$ cat src/rtl/instr_fetch.sv
// Instruction fetch stage: owns the PC, fetches one word per req/ack handshake and hands it to decode.
// Strictly one request in flight; the next PC is resolved from decode's redirect inputs on accept.
module instr_fetch #(
  parameter logic [31:0] RESET_PC = 32'h0000_0000
) (
  input  logic        clk,
  input  logic        rst_n,
  output logic        ImemReq,
  output logic [31:0] ImemAddr,
  input  logic        ImemAck,
  input  logic [31:0] ImemRdata,
  input  logic        ImemErr,
  output logic [31:0] InstrReg,
  output logic [31:0] InstrPC,
  output logic        InstrValid,
  input  logic        InstrReady,
  input  logic        BranchTaken,
  input  logic [15:0] BranchOffset,
  input  logic        Jump,
  input  logic [25:0] JumpAddr,
  output logic        FetchFault,
  output logic [31:0] InstrCount
);

  typedef enum logic [1:0] {
    IDLE  = 2'd0,
    REQ   = 2'd1,
    VALID = 2'd2,
    FAULT = 2'd3
  } state_t;

  state_t      state;
  logic [31:0] pc_plus4;
  logic [31:0] branch_disp;
  logic [31:0] next_pc;

  // Jump keeps the region bits of the sequential PC; jump takes priority over branch.
  always_comb begin
    pc_plus4    = InstrPC + 32'd4;
    branch_disp = {{14{BranchOffset[15]}}, BranchOffset, 2'b00};
    next_pc     = pc_plus4;
    if (Jump)
      next_pc = {pc_plus4[31:28], JumpAddr, 2'b00};
    else if (BranchTaken)
      next_pc = pc_plus4 + branch_disp;
  end

  always_ff @(posedge clk or negedge rst_n) begin
    if (!rst_n) begin
      state      <= IDLE;
      ImemReq    <= 1'b0;
      ImemAddr   <= RESET_PC;
      InstrReg   <= 32'd0;
      InstrPC    <= 32'd0;
      InstrValid <= 1'b0;
      FetchFault <= 1'b0;
      InstrCount <= 32'd0;
    end else begin
      case (state)
        IDLE: begin
          ImemReq  <= 1'b1;
          ImemAddr <= RESET_PC;
          state    <= REQ;
        end
        REQ: begin
          if (ImemAck) begin
            ImemReq <= 1'b0;
            if (ImemErr) begin
              FetchFault <= 1'b1;
              state      <= FAULT;
            end else begin
              InstrReg   <= ImemRdata;
              InstrPC    <= ImemAddr;
              InstrValid <= 1'b1;
              state      <= VALID;
            end
          end
        end
        VALID: begin
          if (InstrReady) begin
            InstrValid <= 1'b0;
            InstrCount <= InstrCount + 32'd1;
            ImemAddr   <= next_pc;
            ImemReq    <= 1'b1;
            state      <= REQ;
          end
        end
        default: begin
          // Fault is terminal until reset; every output simply holds.
          state <= FAULT;
        end
      endcase
    end
  end

endmodule
$ cat config.mk
export PLATFORM = sky130hd
export DESIGN_NAME = instr_fetch
export DESIGN_NICKNAME = d
export VERILOG_FILES = /design/src/rtl/instr_fetch.sv
export SDC_FILE = /design/constraint.sdc
export NUM_CORES = 1
export LEC_CHECK = 0
export ABC_AREA = 1
export ABC_CLOCK_PERIOD_IN_PS = 3640
export CORE_MARGIN = 8
export CORE_UTILIZATION = 51
export DETAILED_ROUTE_END_ITERATION = 12
export PLACE_DENSITY = 0.81
export SLEW_MARGIN = 0
export SYNTH_ARGS = -nofsm -noshare
export SYNTH_HDL_FRONTEND = slang
export SYNTH_SLANG_ARGS = --single-unit
export TNS_END_PERCENT = 50
$ cat constraint.sdc
create_clock -name clk -period 3.64 [get_ports clk]
set_clock_uncertainty 0.15 [all_clocks]
set_input_delay 0.728 -clock clk [delete_from_list [all_inputs] [get_ports clk]]
set_output_delay 0.728 -clock clk [all_outputs]
set_load 0.05 [all_outputs]
# Word-level counts from Yosys, hierarchy flattened
# Index checks and enable logic that the tools add are counted.
op_classes:
  n_addsub: 3
  n_eq_ne: 5
  mux: 15
  bitwise: 1
  reduce_logical: 11
ops:
  columns: ["cell", "n"]
  rows:
  - ["2-to-1 mux 32 bit", 3]
  - ["case mux 32 bit (2 select lines)", 1]
  - ["adder 32 x 1 -> 32 bit (second input constant)", 1]
  - ["adder 32 x 3 -> 32 bit (second input constant)", 1]
  - ["adder 32 bit", 1]
  - ["AND reduction 3 bit", 3]
  - ["2-to-1 mux 1 bit", 6]
  - ["inequality test 2 bit (second input constant)", 3]
  - ["case mux 2 bit (3 select lines)", 1]
  - ["AND reduction 2 bit", 3]
  - ["2-to-1 mux 2 bit", 2]
  - ["AND reduction 4 bit", 1]
  - ["nonzero test 2 bit", 2]
  - ["case mux 1 bit (3 select lines)", 1]
  - ["nonzero test 3 bit", 1]
  - ["== test 2 x 1 -> 1 bit (second input constant)", 1]
  - ["== test 2 bit (second input constant)", 1]
  - ["logical NOT 2 bit", 1]
  - ["case mux 1 bit (2 select lines)", 1]
  - ["NOT 1 bit", 1]
word_totals:
  ff_bits: 133
  in_bits: 81
  out_inout_bits: 131
  word_cells: 43

# Longest topological paths before layout
# Gate-level depths: netlist of the first run.
depth:
  ltp_word: 6
  ltp_mapped: 23
  depth_no_buf: 23

# Worst setup path after synthesis of the first run
# OpenSTA, ideal clock, no wires.
synth_timing:
  kind: "register to register"
  startpoint: "reg InstrPC[2]"
  endpoint: "reg ImemAddr[31]"
  setup_ns: 0.118
  t_arrival_ns: 2.919
  required_ns: 3.372
  setup_slack_ns: 0.453
  stages_incl_launch_ff: 19
  n_path_buf: 0
  synth_period_minus_slack_ns: 3.187
  path_cell_list: "dfrtp_1 > ha_1 > nand2_1 > nor2_1 > nand2_1 > nor2_1 > nand2_1 > xor2_1 > ha_1 > nand2_1 > inv_1 > nand2_1 > nor3_1 > and2_1 > a21oi_1 > nand2_1 > nand3_1 > nand2_1 > nand2_1"
synth_between:
  elab_chain_len: 6
synth_rtl:
  columns: ["item", "line_no", "text"]
  rows:
  - ["start, declared", "14", "output logic [31:0] InstrPC,"]
  - ["start signal, assigned", "73", "InstrPC <= ImemAddr;"]
  - ["adder 32 x 3 -> 32 bit *", "39", "pc_plus4 = InstrPC + 32'd4;"]
  - ["adder 32 bit", "45", "next_pc = pc_plus4 + branch_disp;"]
  - ["2-to-1 mux 32 bit", "44", "else if (BranchTaken)"]
  - ["2-to-1 mux 32 bit *", "42", "if (Jump)"]
  - ["2-to-1 mux 32 bit *", "80", "if (InstrReady) begin"]
  - ["case mux 32 bit (2 select lines) *", "59", "case (state)"]
  - ["end signal, assigned", "83", "ImemAddr <= next_pc;"]
  - ["end, declared", "9", "output logic [31:0] ImemAddr,"]
# Mark *: on every way between the ends. The rest lies on a longest branch, timed or not. The select of a mux whose other input is x is not followed.
# A chain may end at the register's enable or synchronous reset.

# Worst setup path after layout of the first run
layout_timing:
  startpoint: "reg InstrPC[2]"
  endpoint: "reg ImemAddr[22]"
layout_between:
  elab_chain_len: 6
layout_rtl:
  columns: ["item", "line_no"]
  rows:
  - ["adder 32 x 3 -> 32 bit *", "39"]
  - ["adder 32 bit", "45"]
  - ["2-to-1 mux 32 bit *", "44"]
  - ["2-to-1 mux 32 bit *", "42"]
  - ["2-to-1 mux 32 bit *", "80"]
  - ["case mux 32 bit (2 select lines) *", "59"]
# Marked as above.

==> impl_metrics.csv, run 1 <==
group,metric,value,unit
status,status,"completed",
global_routing,grt_pass1_wl,52.6,mm
die,coreArea,0.0178,sq mm
sta,maxSlewViolCount,0,
clock_tree,path_clk_slew,0.07,ns
worst_setup_path,crit_type,"reg -> reg",
clock_tree,clockRootBuffer,"clkbuf_16",
synth,synth-adder-area-share,5.13,%
finish,multi_input_area,0.00505,sq mm
worst_setup_path,path_delay_family,"simple AND/OR/NAND/NOR gates",
finish,final_common_cell,"nand2_1",
pwr,max-vdd-ir-drop,0.753,mV
finish,seqCellArea,0.00333,sq mm
clock_tree,htreeDepth,4,
run,maxCapViolCount,0,
global_routing,antenna_found_initial,0,
pwr,power.density,867,mW/mm^2
worst_setup_path,crit_buf_inv,2,
worst_setup_path,crit_start,"InstrPC[2]",
placed_design,placed_cells,1824,
worst_setup_path,rrSetupSlack,0.22,ns
synth,synth-seq-cells,133,
placed_design,place_area,0.0117,sq mm
worst_setup_path,end_kind,"register",
synth,synth_area_per_cell,6.60,sq um
worst_setup_path,start_kind,"register",
clock_tree,clk_path_buf_depth,2,
sta,min_period_over_period,94.0,%
synth,ys.flop_type,"dfrtp_1",
finish,areaGrowthSynthToFinish,34.0,%
synth,synthXorXnorAreaFrac,5.44,%
global_routing,grtUsageTotal,30.2,%
sta,rsz0062_at_grt,"no",
placed_design,port-buffer-count,211,
synth,synth.cell_area,0.00918,sq mm
finish,fillCellCount,1519,
sta,finalSetupViolCount,0,
worst_setup_path,worstRegToRegCells,18,
clock_tree,cts_hold_buf,0,
worst_setup_path,crit_chain,"ha_1 -> nand2_1 -> nor2_2 -> and3_2 -> xor2_1 -> inv_1 -> ha_2 -> nand2_1 -> nor2_2 -> inv_1 -> nor2_1 -> nand3_1 -> nand3_1 -> nand2_1 -> nand3_1 -> nand3_1 -> nand2_1 -> nand2_1",
die,die_w,150,microns
sta,whs,0.158,ns
worst_setup_path,critPathSlowestCell,"dfrtp_2",
synth,ys_seq_area_share,36.3,%
worst_setup_path,r2r_start,"InstrPC[2]",
synth,syn_nets,1508,
routing,wirelength,33.4,mm
synth,synthSimpleGateAreaFrac,38.8,%
finish,fin_area,0.0123,sq mm
finish,nNetsFinal,1732,
worst_hold_path,worstHoldPathType,"in -> async",
routing,vias_per_cell,5.33,
routing,drt_iter0_markers,811,
finish,drive_gt1_share,5.78,%
clock_tree,clk_latency,0.42,ns
synth,async_reset_ff_share,100,%
clock_tree,cts_tree,"built",
worst_setup_path,cp.depth,18,
global_routing,grt_pass1_vias,9920,
global_routing,overflow,0,
synth,yosysWarnings,0,
synth,synthMuxAreaShare,0,%
worst_setup_path,max_stage_delay,0.44,ns
placed_design,dp_slack,-0.138,ns
synth,synth_top_family_by_area,"simple AND/OR/NAND/NOR gates",
routing,avgRoutedWirePerCell,18.0,microns
sta,clock.fmax,292,MHz
die,die_h,150,microns
routing,detail-route-antenna-nets,0,
die,num_rows,49,
routing,vias,9888,
die,dieArea,0.0225,sq mm
sta,finalCriticalPeriod,3.42,ns
sta,timing.final.ws_setup,0.218,ns
synth,synth_enable_flop_cells,0,
worst_setup_path,required,3.80,ns
die,io_pins,212,
finish,diodes,0,
die,initial_core_util,51.4,%
sta,tightest_slew,0.738,ns
global_routing,grt_max_degree,76,
sta,max-slew-margin-rel,50.8,%
clock_tree,numClockSinks,133,
synth,synth-compound-area-share,5.40,%
placed_design,place_hpwl,26.1,mm
placed_design,gp_congestion,0.959,
worst_setup_path,endpoint,"ImemAddr[22]",
routing,drcViolationCount,0,
pwr,p_leak,0.00633,uW
finish,stdcell_count,1856,
worst_setup_path,cp_max_fo,6,
worst_setup_path,r2r_end,"ImemAddr[22]",
sta,hold_viol,0,
finish,mostFrequentLayoutCells,"nand2_1 (555), clkdlybuf4s50_1 (210), inv_1 (182)",
worst_setup_path,crit_path_frequent_cell,"nand2_1",
synth,synth_cell_type_count,40,
finish,fin_util,69.0,%
synth,synth_cells,1390,
worst_setup_path,critical_path_arrival,3.58,ns
clock_tree,numCtsBuffers,17,
routing,drtPass1Iterations,6,
timing repair:
item,CTS,global route
buffers inserted,0,0
setup endpoints to repair,3,12
gates cloned,0,0
resized for setup,2,7
worst reg2reg max path, cell delays in order, from the launching register on:
cell and delay [ns]:
dfrtp_2 0.44, ha_1 0.20, nand2_1 0.11, nor2_2 0.19, and3_2 0.28, xor2_1 0.22, inv_1 0.11, ha_2 0.38
nand2_1 0.13, nor2_2 0.15, inv_1 0.09, nor2_1 0.22, nand3_1 0.20, nand3_1 0.13, nand2_1 0.05, nand3_1 0.06
nand3_1 0.07, nand2_1 0.07, nand2_1 0.05
cells in the mapped netlist, drive strengths merged (3+ instances only):
| cell | instances | area, sq um |
|---|---|---|
| nor4 | 4 | 25.0 |
| a21oi | 25 | 125 |
| nand3b | 6 | 45.0 |
| clkbuf | 23 | 86.3 |
| o211ai | 3 | 22.5 |
| xnor2 | 18 | 158 |
| nor3 | 28 | 161 |
| nand3 | 81 | 415 |
| nor2 | 142 | 581 |
| buf | 7 | 33.8 |
| o21bai | 4 | 30.0 |
| o21ai | 50 | 250 |
| dfrtp | 133 | 3330 |
| inv | 186 | 698 |
| nand4 | 21 | 138 |
| nand2 | 561 | 2130 |
| ha | 36 | 450 |
| xor2 | 39 | 342 |
| and2 | 7 | 43.8 |
stage by stage:
stage               total power (uW)  TNS (ns)
global placement                8720         0
detailed placement              8790    -0.138
global route                   11300         0
finish                         10700         0
CTS                            10600         0
floorplan                       6540         0
registers in the layout, indices dropped and copies added (netlist names):
signal and cells:
FetchFault 1, ImemAddr 32, ImemReq 1, InstrCount 32
InstrPC 32, InstrReg 32, InstrValid 1, state 2
metal layers:
| metal | part of all wire [%] | global-route usage, % |
|---|---|---|
| met5 | 0 | 0 |
| met4 | 3.6 | 12.4 |
| met3 | 9.7 | 9.35 |
| met2 | 46 | 48.3 |
| met1 | 41 | 37.5 |
worst min-delay path by stage:
| stage | start | to | slack [ns] | cells past startpoint |
|---|---|---|---|---|
| 6_report | rst_n | InstrReg[6] | 0.16 | 1 |
| 3_5_place_dp | InstrReg[24] | InstrReg[24] | 0.31 | 2 |
| 3_3_place_gp | InstrReg[17] | InstrReg[17] | 0.30 | 2 |
| 2_1_floorplan | rst_n | FetchFault | 0.28 | 0 |
| 4_1_cts | rst_n | InstrReg[6] | 0.19 | 1 |
| 5_1_grt | rst_n | InstrReg[4] | 0.20 | 1 |
where the power goes:
part	switching, uW	internal, uW	total, uW
Clock	793	986	1780
Combinational	4280	2010	6290
Sequential	576	2010	2590
Total	5650	5010	10700
layout make-up:
| cell class | instances | share of cell area [%] |
|---|---|---|
| Multi-Input combinational cell | 1039 | 41.1 |
| Sequential cell | 133 | 27.1 |
| Inverter | 188 | 5.74 |
| Timing Repair Buffer | 235 | 18.8 |
| Tap cell | 229 | 2.33 |
| Clock inverter | 15 | 1.46 |
| Clock buffer | 17 | 3.46 |
logic make-up after synthesis:
kind of cell | count (synthesis)
and+or+nand+nor | 854
buffers and inverters | 218
DFF | 133
AOI/OAI and AO/OA | 91
xor gates and xnor gates | 57
adders and majority gates | 37
Note: power is estimated with default switching activity, not from simulation.
==> inputs of run 2 (changes only) <==
ABC_AREA = not set   (was 1)
CORE_UTILIZATION = 35   (was 51)
PLACE_DENSITY = 0.62   (was 0.81)
==> run 2 against run 1 <==
The run now ends with negative setup slack left. Fmax decreased by 11%. Synthesized cell count decreased by 44%. Die area increased by 20%. Sequential share of layout area decreased by 0.15 points. Largest cell class unchanged. Highest routed layer unchanged.
==> impl_metrics.csv, run 2 <==
group,metric,value,unit
status,status,"complete, but fails checks",
status,violations,"negative setup slack",
synth,synthTopCellsByArea,"dfrtp_1 (43%), mux2_2 (9.0%), xnor2_1 (6.1%)",
clock_tree,cts_tree,"built",
worst_setup_path,cp.depth,18,
clock_tree,clockRootBuffer,"clkbuf_16",
synth,synth.top_cell.area_share,43.0,%
die,initial_core_util,35.6,%
synth,synthMuxAreaShare,9.93,%
synth,synth_cells,772,
die,die_w,165,microns
clock_tree,path_clk_slew,0.07,ns
worst_setup_path,path_delay_family,"simple AND/OR/NAND/NOR gates",
worst_setup_path,crit_buf_inv,3,
synth,synthMostInstantiatedCell,"dfrtp_1",
worst_setup_path,start_kind,"register",
synth,synth_largest_area_cell,"dfrtp_1",
worst_setup_path,end_kind,"register",
sta,clock.fmax,259,MHz
worst_hold_path,worstHoldPathType,"in -> async",
die,dieArea,0.0271,sq mm
placed_design,port-buffer-count,211,
die,io_pins,212,
routing,vias_per_cell,5.16,
global_routing,grt_pass1_wl,41.5,mm
synth,yosysWarnings,0,
worst_setup_path,worstRegToRegCells,18,
worst_setup_path,crit_chain,"nand3_4 -> nor2_4 -> and3_4 -> nor2b_4 -> nand2_2 -> xnor2_4 -> buf_4 -> ha_4 -> o2111ai_2 -> and2_1 -> inv_1 -> o211ai_1 -> a2111oi_2 -> buf_4 -> o41ai_4 -> xor2_1 -> or3_1 -> a32o_1",
synth,synth.cell_area,0.00774,sq mm
placed_design,gp_congestion,0.879,
sta,whs,0.270,ns
synth,syn_nets,890,
worst_setup_path,max_stage_delay,0.38,ns
synth,synthXorXnorAreaFrac,8.83,%
placed_design,place_hpwl,19.5,mm
synth,ys.flop_type,"dfrtp_1",
routing,drcViolationCount,0,
die,num_rows,54,
routing,drt_iter0_markers,405,
routing,detail-route-antenna-nets,0,
sta,finalCriticalPeriod,3.86,ns
synth,synthSimpleGateAreaFrac,15.0,%
pwr,p_leak,0.00564,uW
finish,mostFrequentLayoutCells,"clkdlybuf4s50_1 (210), buf_4 (152), dfrtp_1 (119)",
synth,synth_area_per_cell,10.0,sq um
sta,hold_viol,0,
run,maxCapViolCount,0,
worst_setup_path,cp_max_fo,5,
routing,vias,7329,
synth,synth-seq-cells,133,
global_routing,grt_pass1_vias,7493,
pwr,finalPower,4680,uW
sta,timing.final.ws_setup,-0.224,ns
finish,diodes,0,
worst_setup_path,critPathSlowestCell,"dfrtp_2",
clock_tree,numCtsBuffers,17,
clock_tree,htreeDepth,4,
synth,synth_cell_type_count,64,
placed_design,dp_slack,-0.530,ns
clock_tree,clk_latency,0.43,ns
finish,drive_gt1_share,30.6,%
finish,final_common_cell,"clkdlybuf4s50_1",
global_routing,overflow,0,
clock_tree,clk_path_buf_depth,2,
die,die_h,165,microns
synth,ys_seq_area_share,43.0,%
routing,avgRoutedWirePerCell,18.7,microns
sta,rsz0062_at_grt,"yes",
sta,max-slew-margin-rel,39.3,%
clock_tree,cts_hold_buf,0,
global_routing,grtUsageTotal,19.4,%
sta,tns,-0.496,ns
worst_setup_path,critical_path_arrival,4.02,ns
clock_tree,numClockSinks,133,
sta,finalSetupViolCount,3,
sta,maxSlewViolCount,0,
pwr,power.density,377,mW/mm^2
global_routing,antenna_found_initial,0,
routing,wirelength,26.6,mm
worst_setup_path,crit_type,"reg -> reg",
synth,synth_commonest_cells,"dfrtp_1 (133), nand2_1 (72), mux2_2 (62)",
pwr,max-vdd-ir-drop,0.259,mV
global_routing,grt_max_degree,98,
synth,synth-adder-area-share,6.08,%
worst_setup_path,crit_path_frequent_cell,"buf_4",
synth,synth_top_family_by_area,"simple AND/OR/NAND/NOR gates",
synth,synth_enable_flop_cells,0,
worst_setup_path,required,3.80,ns
sta,tightest_slew,0.910,ns
sta,min_period_over_period,106,%
die,coreArea,0.0218,sq mm
synth,async_reset_ff_share,100,%
finish,areaGrowthSynthToFinish,60.6,%
routing,drtPass1Iterations,5,
synth,synth-compound-area-share,14.4,%
finish,nNetsFinal,1245,
## run 2: cell count changes after synthesis, moves of 9 or more
cell     previous run  this run
nor2_1            133        52
a21o_1              1        17
o21ai_0            50        38
mux2_2              0        62
xnor2_1            18        54
nand3_1            79        28
and3_1              2        11
xor2_1             39        24
nand2_1           555        72
nor3_1             25        14
a21oi_1            25        38
inv_1             182        17
## run 2: logic make-up (layout without fill, tap and decap cells)
group | count (synthesis) | after routing
AOI/OAI and AO/OA | 166 | 166
muxes | 69 | 69
DFF | 133 | 133
adders and majority gates | 37 | 37
xor gates and xnor gates | 78 | 78
buffers and inverters | 53 | 421
and+or+nand+nor | 236 | 236
## run 2: metrics by stage
step,instances,util [%],cell area (sq um)
4_1_cts,1410,55.2,12000
6_report,1420,57.1,12400
3_3_place_gp,1370,51.8,11300
3_5_place_dp,1370,51.8,11300
5_1_grt,1420,57.1,12400
2_1_floorplan,772,-,7840
## run 2: final timing paths
path / startpoint / end / slack (ns)
max: InstrPC[4] / ImemAddr[31] / -0.22
min: rst_n / InstrPC[9] / 0.27
max reg2reg: InstrPC[4] / ImemAddr[31] / -0.22
min reg2reg: InstrCount[31] / InstrCount[31] / 0.31
max in group asynchronous: rst_n / state[0] / 2.34
min in group clk: InstrCount[31] / InstrCount[31] / 0.31
## run 2: routing by layer
metal | routed length (microns) | track usage, % | vias to the layer above
li1 | - | - | 3526
met1 | 11900 | 25.7 | 3597
met2 | 12800 | 31.7 | 189
met3 | 1600 | 4.99 | 17
met4 | 199 | 3.56 | 0
met5 | 0 | 0 | -
## run 2: cell type report
cell class | instances | area [sq um]
multi-input combinational | 586 | 4710
inverter | 19 | 73.8
clock buffer | 17 | 425
sequential | 133 | 3350
clock inverter | 15 | 155
tap | 280 | 350
timing repair buffer | 370 | 3370
fill | 1903 | 9330
## run 2: what timing repair did
item | in CTS | in global routing
pin swaps | 21 | 27
endpoints found under the setup margin | 7 | 15
resized for setup | 19 | 59
gates cloned | 0 | 0
setup buffers | 8 | 11
## run 2: power by group
group / total, uW / leakage, uW / internal, uW / switching, uW
Sequential: 1670 / 0.00176 / 1580 / 85.1
Clock: 1720 / 0.000284 / 918 / 799
Combinational: 1290 / 0.00360 / 541 / 753
Total: 4680 / 0.00564 / 3040 / 1640
